File: src/rtl/acumulador_pkg.sv
// Shared constants for the selective accumulator: operation select codes and counter width.
package acumulador_pkg;

  localparam logic [1:0] SEL_DATA2 = 2'b00;
  localparam logic [1:0] SEL_SUMA  = 2'b01;
  localparam logic [1:0] SEL_DATA1 = 2'b10;
  localparam logic [1:0] SEL_ACC   = 2'b11;

  localparam int NB_COUNT = 8;

endpackage

File: src/rtl/selector_suma.sv
// Combinational operation unit: picks data2, sum, data1 or base+sum and flags accumulate carry.
module selector_suma
  import acumulador_pkg::*;
#(
  parameter int NB_DATA = 3,
  parameter int NB_ACC  = 6,
  parameter bit SAT_EN  = 1'b0
) (
  input  logic [NB_DATA-1:0] i_data1,
  input  logic [NB_DATA-1:0] i_data2,
  input  logic [1:0]         i_sel,
  input  logic [NB_ACC-1:0]  i_base,
  output logic [NB_ACC-1:0]  o_res,
  output logic               o_ovf
);

  logic [NB_ACC-1:0] data1Ext;
  logic [NB_ACC-1:0] data2Ext;
  logic [NB_ACC-1:0] sum;
  logic [NB_ACC:0]   accWide;

  assign data1Ext = {{(NB_ACC-NB_DATA){1'b0}}, i_data1};
  assign data2Ext = {{(NB_ACC-NB_DATA){1'b0}}, i_data2};
  // NB_ACC is at least one bit wider than the operands, so this sum cannot carry out.
  assign sum      = data1Ext + data2Ext;
  assign accWide  = {1'b0, i_base} + {1'b0, sum};

  always_comb begin
    o_res = sum;
    o_ovf = 1'b0;
    case (i_sel)
      SEL_DATA2: o_res = data2Ext;
      SEL_SUMA:  o_res = sum;
      SEL_DATA1: o_res = data1Ext;
      default: begin
        o_ovf = accWide[NB_ACC];
        if (SAT_EN && accWide[NB_ACC]) o_res = {NB_ACC{1'b1}};
        else                           o_res = accWide[NB_ACC-1:0];
      end
    endcase
  end

endmodule

File: src/rtl/acumulador_selectivo.sv
// Registered selective accumulator with valid/ready on both sides, sticky overflow and accept counter.
// Define ACUMULADOR_SAT_EN to saturate the accumulator on overflow instead of wrapping.
module acumulador_selectivo
  import acumulador_pkg::*;
#(
  parameter int NB_DATA = 3,
  parameter int NB_ACC  = 6
) (
  input  logic                i_clk,
  input  logic                i_rst,
  input  logic [NB_DATA-1:0]  i_data1,
  input  logic [NB_DATA-1:0]  i_data2,
  input  logic [1:0]          i_sel,
  input  logic                i_clr,
  input  logic                i_valid,
  output logic                o_ready,
  output logic [NB_ACC-1:0]   o_suma,
  output logic                o_valid,
  input  logic                i_ready,
  output logic                o_ovf,
  output logic [NB_COUNT-1:0] o_count
);

`ifdef ACUMULADOR_SAT_EN
  localparam bit SatEn = 1'b1;
`else
  localparam bit SatEn = 1'b0;
`endif

  logic [NB_ACC-1:0]   suma_q, suma_d;
  logic [NB_ACC-1:0]   acc_q, acc_d;
  logic                valid_q, valid_d;
  logic                ovf_q, ovf_d;
  logic [NB_COUNT-1:0] count_q, count_d;

  logic              accept;
  logic              handoff;
  logic [NB_ACC-1:0] base;
  logic [NB_ACC-1:0] res;
  logic              resOvf;

  assign o_ready = !valid_q || i_ready;
  assign accept  = i_valid && o_ready;
  assign handoff = valid_q && i_ready;
  assign base    = i_clr ? '0 : acc_q;

  selector_suma #(
    .NB_DATA(NB_DATA),
    .NB_ACC (NB_ACC),
    .SAT_EN (SatEn)
  ) u_selector (
    .i_data1(i_data1),
    .i_data2(i_data2),
    .i_sel  (i_sel),
    .i_base (base),
    .o_res  (res),
    .o_ovf  (resOvf)
  );

  // A clear restarts the sticky flag from this transaction's own overflow.
  always_comb begin
    suma_d  = suma_q;
    acc_d   = acc_q;
    valid_d = valid_q;
    ovf_d   = ovf_q;
    count_d = count_q;
    if (accept) begin
      suma_d  = res;
      valid_d = 1'b1;
      acc_d   = (i_sel == SEL_ACC) ? res : base;
      ovf_d   = i_clr ? resOvf : (ovf_q | resOvf);
      count_d = count_q + NB_COUNT'(1);
    end else if (handoff) begin
      valid_d = 1'b0;
    end
  end

  always_ff @(posedge i_clk or posedge i_rst) begin
    if (i_rst) begin
      suma_q  <= '0;
      acc_q   <= '0;
      valid_q <= 1'b0;
      ovf_q   <= 1'b0;
      count_q <= '0;
    end else begin
      suma_q  <= suma_d;
      acc_q   <= acc_d;
      valid_q <= valid_d;
      ovf_q   <= ovf_d;
      count_q <= count_d;
    end
  end

  assign o_suma  = suma_q;
  assign o_valid = valid_q;
  assign o_ovf   = ovf_q;
  assign o_count = count_q;

endmodule

File: config.mk
export PLATFORM = sky130hd
export DESIGN_NAME = acumulador_selectivo
export DESIGN_NICKNAME = d
export VERILOG_FILES = /design/src/rtl/acumulador_pkg.sv /design/src/rtl/selector_suma.sv /design/src/rtl/acumulador_selectivo.sv
export SDC_FILE = /design/constraint.sdc
export NUM_CORES = 1
export LEC_CHECK = 0
export BUFFER_PORTS_ARGS = -buffer_cell sky130_fd_sc_hd__buf_2
export CAP_MARGIN = 20
export CORE_AREA = 8 8 85 49
export DETAILED_ROUTE_END_ITERATION = 16
export DIE_AREA = 0 0 93 57
export GPL_TIMING_DRIVEN = 1
export MAX_ROUTING_LAYER = met4
export PLACE_DENSITY = 0.79
export SLEW_MARGIN = 10
export SYNTH_ARGS = -nofsm -noshare
export SYNTH_HDL_FRONTEND = slang
export SYNTH_SLANG_ARGS = --single-unit
File: constraint.sdc
create_clock -name i_clk -period 2.1 [get_ports i_clk]
set_input_delay 0.105 -clock i_clk [delete_from_list [all_inputs] [get_ports i_clk]]
set_output_delay 0.105 -clock i_clk [all_outputs]
set_load 0.01 [all_outputs]
=== Yosys cells after proc, flatten, opt, wreduce, memory -nomap -nowiden ===
Index checks and enable logic that the tools add are counted.

* RAM bits: 0
* Memories: 0
* Bits in latches: 0
* Input bits: 13
* Memory bits (read-only): 0
* Register bits after elaboration: 22
* Word-level logic and storage cells: 26

* $add $sub $neg: 3
* Multiply operators: 0
* Shift operators: 0
* Bitwise logic cells: 1
* Multiplexer cells: 7
* Div/mod/pow operators: 0
* Eq/ne operators: 3
* Reductions and logical operators: 7
* Order comparisons: 0

{| class="wikitable"
|+ Operators by type and width
! cell !! count
|-
| $pmux W6 S3 || 1
|-
| $mux W6 || 2
|-
| $add A8 B1 Y8 const B || 1
|-
| $add A6 B6 Y7 || 1
|-
| $add A3 B3 Y4 || 1
|-
| $eq A2 B2 Y1 const B || 2
|-
| $mux W1 || 4
|-
| $reduce_or A3 Y1 || 1
|-
| $eq A2 B1 Y1 const B || 1
|-
| $logic_and A1 B1 Y1 || 2
|-
| $logic_not A2 Y1 || 1
|-
| $reduce_bool A2 Y1 || 1
|-
| $logic_not A1 Y1 || 1
|-
| $logic_or A1 B1 Y1 || 1
|-
| $or A1 B1 Y1 || 1
|}

=== Logic depth before layout (Yosys ltp) ===
* Depth in word-level cells: 5
* Mapped depth: 9
* Depth with buffers taken out: 9

=== Hierarchy ===
From an unflattened synthesis, not the netlist that was laid out.

* Cell total of the unflattened synthesis: 130
* Area, all modules: 1332.5 sq um

{| class="wikitable"
|+ By module, submodules not included
! module !! cells each !! seq. area each (sq um) !! instances !! area each (sq um)
|-
| acumulador_selectivo || 86 || 550.5 || 1 || 944.7
|-
| selector_suma || 44 || 0.0 || 1 || 387.9
|}

=== Worst setup path before layout ===
Ideal clock, no wire load.

* Path kind: input to register
* From: input port i_data1[0]
* To: register ovf_q, in the netlist o_ovf
* Arrival: 2006 ps
* Path buffers: 0
* Setup time: 137 ps
* Stages: 9
* Slack: -43 ps
* Required time: 1963 ps
* Cells stage by stage: ha_1 > inv_1 > fa_1 > inv_1 > fa_1 > a21o_1 > a21oi_1 > and4b_1 > a2bb2oi_1

* Longest elaborated chain between the ends: 5

{| class="wikitable"
|+ Ends and longest elaborated chain
! item !! RTL line !! RTL
|-
| from (decl) || acumulador_selectivo.sv:11 || <nowiki>input logic [NB_DATA-1:0] i_data1,</nowiki>
|-
| $add A3 B3 Y4 * || selector_suma.sv:25 || <nowiki>assign sum = data1Ext + data2Ext;</nowiki>
|-
| $add A6 B6 Y7 * || selector_suma.sv:26 || <nowiki>assign accWide = {1'b0, i_base} + {1'b0, sum};</nowiki>
|-
| $mux W1 * || selector_suma.sv:31 || <nowiki>case (i_sel)</nowiki>
|-
| $or A1 B1 Y1 || acumulador_selectivo.sv:71 || <nowiki>ovf_d = i_clr ? resOvf : (ovf_q | resOvf);</nowiki>
|-
| $mux W1 * || acumulador_selectivo.sv:71 ||
|-
| to (signal assigned) || acumulador_selectivo.sv:89 || <nowiki>ovf_q <= ovf_d;</nowiki>
|-
| to (decl) || acumulador_selectivo.sv:33 || <nowiki>logic ovf_q, ovf_d;</nowiki>
|}

Mark *: on every way between the ends. The rest lies on a longest branch, timed or not.
A chain may end at the register's enable or synchronous reset.

=== Final worst setup path ===
* From: input port i_data1[0]
* To: register suma_q[2], in the netlist o_suma[2]

* Longest elaborated chain between the ends: 3

{| class="wikitable"
|+ Ends and longest elaborated chain
! item !! RTL line !! RTL
|-
| $add A3 B3 Y4 * || selector_suma.sv:25 ||
|-
| $add A6 B6 Y7 || selector_suma.sv:26 ||
|-
| $pmux W6 S3 * || selector_suma.sv:31 ||
|-
| to (signal assigned) || acumulador_selectivo.sv:86 || <nowiki>suma_q <= suma_d;</nowiki>
|-
| to (decl) || acumulador_selectivo.sv:30 || <nowiki>logic [NB_ACC-1:0] suma_q, suma_d;</nowiki>
|}

Marks and branches as above.

==> results.cfg <==
[synth]
synth_edf_count = 0
synthTopCellsByCount = dfrtp_1, nand2_1, ha_1, xnor2_1, inv_1
synth_flop_cell = dfrtp_1
async_reset_ff_frac = 1.00
synth-seq-cells = 22
avgSynthCellArea_um2 = 10.5
synth_cell_types = 42
synth.net_count = 154
netlist_area_um2 = 1360
synthTopCellsByArea = dfrtp_1, ha_1, nand2_1, xnor2_1, mux4_2
yosysTopAreaCell = dfrtp_1
ys_seq_area_frac = 0.404
synthCells = 130
yosys_warnings = 0
yosys.area.top_type_share = 0.404
yosysMostFrequentCell = dfrtp_1

[timing]
post-route-min-period_ns = 2.02
setup_tns_ns = 0
fin_ws_ns = 0.0795
max_slew_margin = 0.455
rsz0062_at_grt = true
fin_skew_ns = 0.00211
timing.fmax_mhz = 495
hold_viol_final = 22
finalCritPeriodShare = 0.962
setup_viol = 0
final-max-slew-violation-count = 0
worst_pin_slew_ns = 0.816
holdWs_ns = -0.00428

[drt]
ant_nets = 0
wl_per_cell_um = 16.2
drt_wl_total_mm = 3.38
maxUsedRoutingLayer = met4
vias_per_cell = 5.50
drtPass1Iterations = 4
drc = 0
met2_length_mm = 1.69
route.layer.met1.wl_mm = 1.38
route.vias.total = 1150
wl_met3_um = 214
drtIter0Drc = 129

[worst_hold_path]
min_path_type = in2async

[clock_tree]
cts_max_path_buffers = 2
cts_root_buffer = clkbuf_8
cts_buffers = 3
cts.repair.resized = 0
cts_tree = yes
holdBufCountCts = 0
cts.clk_slew.worst_paths_ns = 0.08
cts-htree-levels = 1
post_cts_buffers = 0
clk_latency_ns = 0.26
clkSinkCount = 22

[critical_path]
r2r_end = o_suma[2]
reg2reg_depth = 7
regToRegSetupSlack_ns = 0.13
required_ns = 2.26
reg2reg_from = acc_q[0]
crit_type = in2reg
cpMaxStageDelayCell = mux4_2
cpPeakStageDelay_ns = 0.47
worstPathCellList = buf_2, ha_1, inv_1, fa_1, xnor2_2, ha_1, xor2_1, mux4_2, nand2_1, nand2_1
cp_top_family = adder cells
start_kind = primary input
crit_fanout = 3
worstPathArrival_ns = 2.18
path_buf_inv = 2
end_kind = flop

[finish]
nFillCells = 283
area_growth_syn_to_layout_pct = 23.0
stdcell_count = 209
diodes = 0
drive_above_1_share = 0.341
nets = 192

[placed_design]
dp_hpwl_mm = 2.52
pre_cts_ws_ns = -0.203
gp_congestion = 0.896
dp.cells = 205
port_buffers = 29

[floorplan]
die_area_um2 = 5300
die_w_um = 93
die_h_um = 57
pin_count = 30
coreArea_um2 = 3120
rows = 15
initial_utilization = 0.437

[global_routing]
antenna_found_initial = 0
grt_start_max_net_pins = 23
grt_util_all_layers = 0.129
overflow = 0
grt_pass1_wl_mm = 5.34
grt_pass1_vias = 1132

[flow_run]
cap_violations = 0

[power]
ir_drop_mv = 0.396
power_density_nw_per_um2 = 846
p_total_w = 0.00142
p_leak_nw = 0.851

[run_status]
status = complete, but fails checks
violations = negative hold slack
[logic make-up (layout without fill, tap and decap cells)]
family                     Yosys count  after routing  synth area share
DFF                                 22             22             0.404
and+or+nand+nor                     50             50             0.208
AOI/OAI and AO/OA                   20             20             0.109
muxes                                4              4            0.0569
xor gates and xnor gates            11             11            0.0707
adders and majority gates           11             11             0.112
buffers and inverters               12             49            0.0395
[through the flow]
| step | cell area [um^2] | hold WS [ns] | utilization |
|---|---|---|---|
| 6_report | 1680 | -0.00428 | 0.538 |
| 2_1_floorplan | 1370 | 0.0942 | - |
| 3_5_place_dp | 1610 | 0.316 | 0.515 |
| 4_1_cts | 1660 | 0.0304 | 0.533 |
| 3_3_place_gp | 1610 | 0.290 | 0.515 |
| 5_1_grt | 1680 | 0.0686 | 0.538 |
[how the worst max path moves through the flow]
stage	start	end	slack, ns	cells after the start
after floorplan	i_data1[0]	o_ovf	0.02	9
after CTS	i_data1[0]	o_suma[2]	0.07	10
after global routing	i_data1[0]	acc_q[5]	-0.06	10
after global placement	i_data1[0]	o_suma[2]	-0.1	10
after detailed placement	i_data1[0]	o_suma[2]	-0.20	10
final	i_data1[0]	o_suma[2]	0.08	10
[worst register-to-register path, cell delays in order (launching register included)]
cell and delay [ns]:
dfrtp_1 0.38, nor2b_1 0.13, ha_1 0.22, fa_2 0.37
xor2_1 0.17, mux4_2 0.47, nand2_1 0.08, nand2_1 0.05
[per-layer routing]
layer  global-route usage  vias to the layer above
met5                    -                        -
met4               0.0477                        0
met3               0.0327                       10
met2                0.214                       38
met1                0.147                      567
li1                     -                      535
[cell usage in the layout, fill, tap and decap left out, types with 2 or more instances in the layout]
master    instances
nand2_1          20
a22o_1            4
xor2_1            3
nand3_1           3
inv_1             6
mux4_2            3
nand4_1           4
clkbuf_8          4
o31ai_1           2
and3_1            4
dfrtp_1          22
buf_2            29
nor2_1            3
nor2b_1           5
buf_4             8
xnor2_1           7
ha_1              9
a21oi_1           4
[flip-flops by register name, summed over array words and instances, names as in the netlist]
signal and flops:
o_suma 6, o_ovf 1, acc_q 6, o_valid 1
o_count 8
[power breakdown]
part	total, W	internal [W]	switching (W)
Combinational	0.000496	0.000238	0.000258
Sequential	0.000620	0.000520	0.000100
Clock	0.000301	0.000167	0.000134
[cell type report]
class | instances | area (um^2) | share of cell area
repair buffers | 37 | 205 | 0.122
clock buffers | 4 | 55.1 | 0.0329
flip-flops and latches | 22 | 551 | 0.329
multi-input cells | 96 | 777 | 0.464
inverters | 8 | 35.0 | 0.0209
well taps | 42 | 52.6 | 0.0314
Power figures use the tool's default switching activity.
